===== src/rtl/ex_operand_stage.sv =====
// ex_operand_stage
//   ID/EX pipeline register with EX-stage operand forwarding and load-use
//   hazard detection for the RV32 pipelined core.
//
//   Ports:
//     clk_i, rst_i          clock, synchronous active-high reset
//     stall_i               hold every registered field
//     flush_i               load a bubble (branch/jump squash)
//     id_*                  decoded operands, addresses and control from ID
//     exmem_*, memwb_*      writeback candidates from later stages
//     data1_o, data2_o      ALU operands (forwarded, imm-muxed)
//     alu_ctrl_o            registered ALU op code
//     store_data_o          forwarded rs2 value for stores
//     rd_o, reg_write_o, mem_read_o, mem_write_o, mem_to_reg_o
//                           registered destination and control
//     hazard_o              load-use hazard; upstream holds PC and IF/ID
module ex_operand_stage #(
    parameter int XLEN  = 32,
    parameter int RADDR = 5
) (
    input  logic             clk_i,
    input  logic             rst_i,
    input  logic             stall_i,
    input  logic             flush_i,
    input  logic [XLEN-1:0]  id_rs1_data_i,
    input  logic [XLEN-1:0]  id_rs2_data_i,
    input  logic [XLEN-1:0]  id_imm_i,
    input  logic [RADDR-1:0] id_rs1_i,
    input  logic [RADDR-1:0] id_rs2_i,
    input  logic [RADDR-1:0] id_rd_i,
    input  logic [2:0]       id_alu_ctrl_i,
    input  logic             id_alu_src_i,
    input  logic             id_reg_write_i,
    input  logic             id_mem_read_i,
    input  logic             id_mem_write_i,
    input  logic             id_mem_to_reg_i,
    input  logic             exmem_reg_write_i,
    input  logic [RADDR-1:0] exmem_rd_i,
    input  logic [XLEN-1:0]  exmem_data_i,
    input  logic             memwb_reg_write_i,
    input  logic [RADDR-1:0] memwb_rd_i,
    input  logic [XLEN-1:0]  memwb_data_i,
    output logic [XLEN-1:0]  data1_o,
    output logic [XLEN-1:0]  data2_o,
    output logic [2:0]       alu_ctrl_o,
    output logic [XLEN-1:0]  store_data_o,
    output logic [RADDR-1:0] rd_o,
    output logic             reg_write_o,
    output logic             mem_read_o,
    output logic             mem_write_o,
    output logic             mem_to_reg_o,
    output logic             hazard_o
);

    typedef struct packed {
        logic [XLEN-1:0]  rs1_data;
        logic [XLEN-1:0]  rs2_data;
        logic [XLEN-1:0]  imm;
        logic [RADDR-1:0] rs1;
        logic [RADDR-1:0] rs2;
        logic [RADDR-1:0] rd;
        logic [2:0]       alu_ctrl;
        logic             alu_src;
        logic             reg_write;
        logic             mem_read;
        logic             mem_write;
        logic             mem_to_reg;
    } ex_regs_t;

    ex_regs_t q;
    ex_regs_t d;

    logic [XLEN-1:0] fwd_a;
    logic [XLEN-1:0] fwd_b;

    always_comb begin
        d.rs1_data   = id_rs1_data_i;
        d.rs2_data   = id_rs2_data_i;
        d.imm        = id_imm_i;
        d.rs1        = id_rs1_i;
        d.rs2        = id_rs2_i;
        d.rd         = id_rd_i;
        d.alu_ctrl   = id_alu_ctrl_i;
        d.alu_src    = id_alu_src_i;
        d.reg_write  = id_reg_write_i;
        d.mem_read   = id_mem_read_i;
        d.mem_write  = id_mem_write_i;
        d.mem_to_reg = id_mem_to_reg_i;
    end

    // Bubble clears the whole record, data fields included.
    always_ff @(posedge clk_i) begin
        if (rst_i) begin
            q <= '0;
        end else if (!stall_i) begin
            if (flush_i || hazard_o) begin
                q <= '0;
            end else begin
                q <= d;
            end
        end
    end

    // Youngest producer wins; x0 is never forwarded.
    function automatic logic [XLEN-1:0] forward(input logic [RADDR-1:0] addr,
                                                input logic [XLEN-1:0]  regval);
        if (exmem_reg_write_i && (exmem_rd_i != '0) && (exmem_rd_i == addr))
            return exmem_data_i;
        else if (memwb_reg_write_i && (memwb_rd_i != '0) && (memwb_rd_i == addr))
            return memwb_data_i;
        else
            return regval;
    endfunction

    always_comb begin
        fwd_a = forward(q.rs1, q.rs1_data);
        fwd_b = forward(q.rs2, q.rs2_data);
    end

    // rs2 is compared even for I-type instructions (conservative).
    always_comb begin
        hazard_o = q.mem_read && (q.rd != '0) &&
                   ((q.rd == id_rs1_i) || (q.rd == id_rs2_i));
    end

    always_comb begin
        data1_o      = fwd_a;
        data2_o      = q.alu_src ? q.imm : fwd_b;
        store_data_o = fwd_b;
        alu_ctrl_o   = q.alu_ctrl;
        rd_o         = q.rd;
        reg_write_o  = q.reg_write;
        mem_read_o   = q.mem_read;
        mem_write_o  = q.mem_write;
        mem_to_reg_o = q.mem_to_reg;
    end

endmodule

===== config.mk =====
export PLATFORM = sky130hd
export DESIGN_NAME = ex_operand_stage
export DESIGN_NICKNAME = d
export VERILOG_FILES = /design/src/rtl/ex_operand_stage.sv
export SDC_FILE = /design/constraint.sdc
export NUM_CORES = 1
export LEC_CHECK = 0
export BUFFER_PORTS_ARGS = -buffer_cell sky130_fd_sc_hd__clkbuf_2
export CAP_MARGIN = 15
export CORE_ASPECT_RATIO = 1.25
export CORE_MARGIN = 5
export CORE_UTILIZATION = 35
export CTS_CLUSTER_SIZE = 10
export DETAILED_ROUTE_END_ITERATION = 8
export HOLD_SLACK_MARGIN = 0.08
export RECOVER_POWER = 25
export SLEW_MARGIN = 20
export SYNTH_ARGS = -nofsm -noshare
export SYNTH_HDL_FRONTEND = slang
export SYNTH_SLANG_ARGS = --single-unit

===== constraint.sdc =====
create_clock -name clk_i -period 2.2 [get_ports clk_i]
set_input_delay 0.22 -clock clk_i [delete_from_list [all_inputs] [get_ports clk_i]]
set_output_delay 0.22 -clock clk_i [all_outputs]
set_load 0.1 [all_outputs]

### Yosys cells after proc, flatten, opt, wreduce, memory -nomap -nowiden

Index checks and enable logic that the tools add are counted.

| word-level totals | value |
|---|---|
| bits of input ports | 199 |
| register bits after elaboration | 119 |
| word-level logic and storage cells | 37 |
| output and inout bits | 109 |

| cells by class | value |
|---|---|
| multiplexer cells | 6 |
| eq/ne operators | 6 |
| reduce and logical (&&, ||, !) cells | 13 |

Operator list:

| operator | number |
|---|---|
| 32-bit 2-to-1 mux | 5 |
| 119-bit 2-to-1 mux | 1 |
| 5-bit == test | 6 |
| 5-bit nonzero test | 3 |
| 1-bit logical AND | 8 |
| 1-bit logical OR | 2 |

### Logic depth before layout (Yosys ltp)

| logic depth | value |
|---|---|
| depth after elaboration | 6 |
| mapped depth | 7 |
| mapped depth without buffers | 5 |

### Least setup slack after synthesis

No wires, ideal clock.

| timing | value |
|---|---|
| path kind | input to output |
| start point | input port memwb_rd_i[1] |
| end point | output port data2_o[12] |
| buffers on the path | 1 |
| cell stages on the path | 6 |
| arrival | 3.791 ns |
| required time | 1.980 ns |
| setup slack | -1.811 ns |
| cell sequence | or4_1 -> o211ai_2 -> buf_2 -> o21ai_0 -> a31oi_1 -> mux2_2 |

| between the ends | value |
|---|---|
| cells in the longest elaborated chain, start to end | 6 |
| elaborated cells on any way between the ends | 7 |
| classes of those cells | 1 x eq/ne; 3 x mux; 3 x reduce/logical |

RTL lines:

| item | RTL line | RTL |
|---|---|---|
| start: declaration | 41 | `input logic [RADDR-1:0] memwb_rd_i,` |
| 5-bit nonzero test | 109 | `else if (memwb_reg_write_i && (memwb_rd_i != '0) && (memwb_rd_i == addr))` |
| 1-bit logical AND | 109 |  |
| 1-bit logical AND (*) | 109 |  |
| 32-bit 2-to-1 mux (*) | 109 |  |
| 32-bit 2-to-1 mux (*) | 107 | `if (exmem_reg_write_i && (exmem_rd_i != '0) && (exmem_rd_i == addr))` |
| named net store_data_o[12] | 46 | `output logic [XLEN-1:0] store_data_o,` |
| 32-bit 2-to-1 mux (*) | 128 | `data2_o = q.alu_src ? q.imm : fwd_b;` |
| end: declaration | 44 | `output logic [XLEN-1:0] data2_o,` |

Mark *: on every way through the listed nets, which the timed path passes. The rest lies on a longest branch.

### Worst setup path in the final report

| timing | value |
|---|---|
| start point | register q[13] in the netlist's numbering |
| end point | output port data2_o[27] |

| between the ends | value |
|---|---|
| cells in the longest elaborated chain, start to end | 5 |
| elaborated cells on any way between the ends | 7 |
| classes of those cells | 2 x eq/ne; 3 x mux; 2 x reduce/logical |

RTL lines:

| item | RTL line | RTL |
|---|---|---|
| start: declaration | 70 | `ex_regs_t q;` |
| start signal: assignment | 94 | `q <= '0;` |
| start signal: assignment | 97 | `q <= '0;` |
| start signal: assignment | 99 | `q <= d;` |
| 5-bit == test | 109 |  |
| 1-bit logical AND | 109 |  |
| 32-bit 2-to-1 mux | 109 |  |
| 32-bit 2-to-1 mux (*) | 107 |  |
| 32-bit 2-to-1 mux (*) | 128 |  |

Mark *: on every way between the ends. The rest lies on a longest branch, timed or not.

==> reports/results.tsv <==
stage	metric	value	unit
sta	max_freq	352.3	MHz
routing	drtIter0Drc	564	
layout	design_area	14400	µm²
setup_path	path_class	reg -> out	
layout	nets	1338	
cts	clk_latency	0.42	ns
sta	report.final.setup_viol	215	
floorplan	dieWidth	127.5	µm
floorplan	die_area	20000	µm²
floorplan	core	16910	µm²
synth	synth_edf_count	0	
outcome	violations	setup timing	
layout	syn2layout_area_growth	138.4	%
outcome	status	complete, but fails checks	
routing	drtPass1Iterations	5	
synth	yosysWarnings	0	
synth	synth_ff_type	dfxtp_1	
routing	antenna_left	0	
sta	final_max_slew_viol_count	0	
power	ir_worst_vdd	0.5499	mV
run	cap_violations	0	
synth	avgSynthCellArea	9.755	µm²
global_route	antenna_found_initial	0	
routing	wl_per_cell	26.24	µm
sta	relSlewSlack	20.24	%
routing	via_per_inst	5.861	
power	p_leak	5.692	nW
synth	yosys.area.top_type	dfxtp_1	
global_route	grt-ovfl-total	0	
routing	routed_wl	35.97	mm
synth	seq_area_frac_synth	39.45	%
cts	path_clk_slew	0.06	ns
min_path	timing.hold.worst_path_depth	3	
floorplan	die_h	156.9	µm
global_route	grt_pass1_wl	49.25	mm
sta	final.setup_skew	0.005988	ns
setup_path	crit_required	1.98	ns
place	portBuffers	307	
cts	cts_tree	yes	
floorplan	num_rows	53	
global_route	grt_max_degree	42	
layout	multi_input_area	5017	µm²
sta	hold_viol_final	0	
synth	netlist.area_leader.share	39.45	%
synth	ys_types	33	
floorplan	start_util	35.71	%
min_path	hold_class	in -> reg	
setup_path	startpoint_type	flip-flop	
synth	netlist_area	6038	µm²
place	pre_cts_slack	-0.2411	ns
sta	fin_crit_sh	129.0	%
synth	async_reset_ff_share	0	%
sta	worst_slack	-0.6389	ns
layout	layout-drive-gt1-share	60.78	%
sta	setup_tns	-48.21	ns
setup_path	cp_max_fo	15	
power	power.density	579.0	nW/µm²
cts	htree_num_levels	4	
power	power	8.335	mW
place	dp.cells	1181	
cts	cts_buffer_depth	2	
place	dpl.hpwl	19.24	mm
setup_path	reg2reg_depth	7	
setup_path	cp.arrival	2.62	ns
place	postPlaceCellArea	10800	µm²
layout	final_cells	1371	
sta	period_needed	2.839	ns
layout	final.fill_count	764	
place	gp_congestion	0.8859	
sta	tightest_slew	1.202	ns
synth	synth_area_leaders	dfxtp_1, a22o_1, mux2_2	
cts	cts.sinks	119	
floorplan	pin_count	308	
sta	rsz0062_at_grt	true	
routing	drc	0	
global_route	grt_pass1_vias	8668	
cts	root_buffer	clkbuf_16	
layout	seqCellArea	2395	µm²
synth	yosys_register_bits	119	
setup_path	end_kind	primary output	
synth	syn_nets	818	
routing	num_vias	8036	
global_route	track_usage	32.13	%
cts	cts_made_buffers	17	
synth	postSynthCellCount	619	
## report_power, final
group | switching [mW] | internal, mW | total [mW]
clock | 1.07 | 2.03 | 3.10
combinational | 1.68 | 1.23 | 2.91
sequential | 0.0799 | 2.24 | 2.32
## per-stage QoR
step | hold WS (ns) | util, %
finish | 0.2716 | 85.14
CTS | 0.2492 | 82.16
floorplan | 0.3526 | -
detailed placement | 0.4405 | 63.89
global placement | 0.4366 | 63.89
global route | 0.2765 | 85.12
## flip-flops by register name (all words and copies together) (netlist names)
name          count
mem_write_o       1
reg_write_o       1
q               107
mem_to_reg_o      1
alu_ctrl_o        3
mem_read_o        1
rd_o              5
## repair_timing
action,CTS,global route
hold buffers,119,0
hold endpoints to repair,119,0
pin swaps,16,18
endpoints found under the setup margin,178,172
gates resized for setup,181,92
setup buffers,18,7
cloned,13,6
## critical path: stages, from the launching register on
cell and delay [ns]:
dfxtp_2 0.34, xor2_1 0.17, or4b_4 0.58, buf_8 0.19, o21ai_1 0.28, a31oi_4 0.15
mux2_4 0.32, buf_12 0.17
## worst paths after layout
kind,to,from,slack [ns]
max reg2reg,q[44],rd_o[4],-0.12
max,data2_o[27],q[13],-0.64
min reg2reg,q[86],q[86],0.47
min,q[23],rst_i,0.27
## placed cells by master, fill, tap and decap left out, drive strengths merged, types with 2 or more instances in the layout
cell type and instances:
nor2 33, xor2 7, xnor2 23, a21oi 32
or4 4, mux2 32, mux2i 32, buf 231
bufinv 4, o211ai 2, clkbuf 243, a22o 119
nor3 32, nand4 2, a31oi 32, o21ai 33
nand2 2, dlygate4sd3 119, nand3 35, clkinv 4
dfxtp 119
## metal layers
| metal | up-vias | share of wire, % | wire [µm] | global-route usage (%) |
|---|---|---|---|---|
| met5 | - | 0 | 0 | 0 |
| met4 | 0 | 5.4 | 1952 | 17.68 |
| met3 | 146 | 7.1 | 2569 | 6.726 |
| met2 | 530 | 53 | 18930 | 58.72 |
| met1 | 3950 | 35 | 12520 | 34.20 |
| li1 | 3410 | - | - | - |
## kinds of logic (layout without fill, tap and decap cells)
logic type,count (synthesis),count (layout),share of synthesized area (%)
compound gates,222,222,27.23
other cells,0,1,0
simple gates,114,114,9.387
mux,64,64,11.27
xor+xnor,30,30,4.351
buf+inv,70,601,8.309
flops,119,119,39.45
## cell usage after synthesis, drive strengths merged (2+ instances only)
cell type and instances:
clkbuf 32, dfxtp 119, nand3 35, a21oi 32, o211ai 2, a22o 119, xor2 7, mux2i 32
xnor2 23, nand2 2, nor3 32, nand4 2, mux2 32, a31oi 32, o21ai 33, buf 38
nor2 33, or4 4
## layout make-up
class	count	area share (%)
timing repair buffer	571	42.15
multi-input combinational	430	34.85
sequential	119	16.63
clock buffer	22	3.433
tap	220	1.912
clock inverter	8	0.9995
antenna	1	0.01738
(Power assumes the default switching activity.)
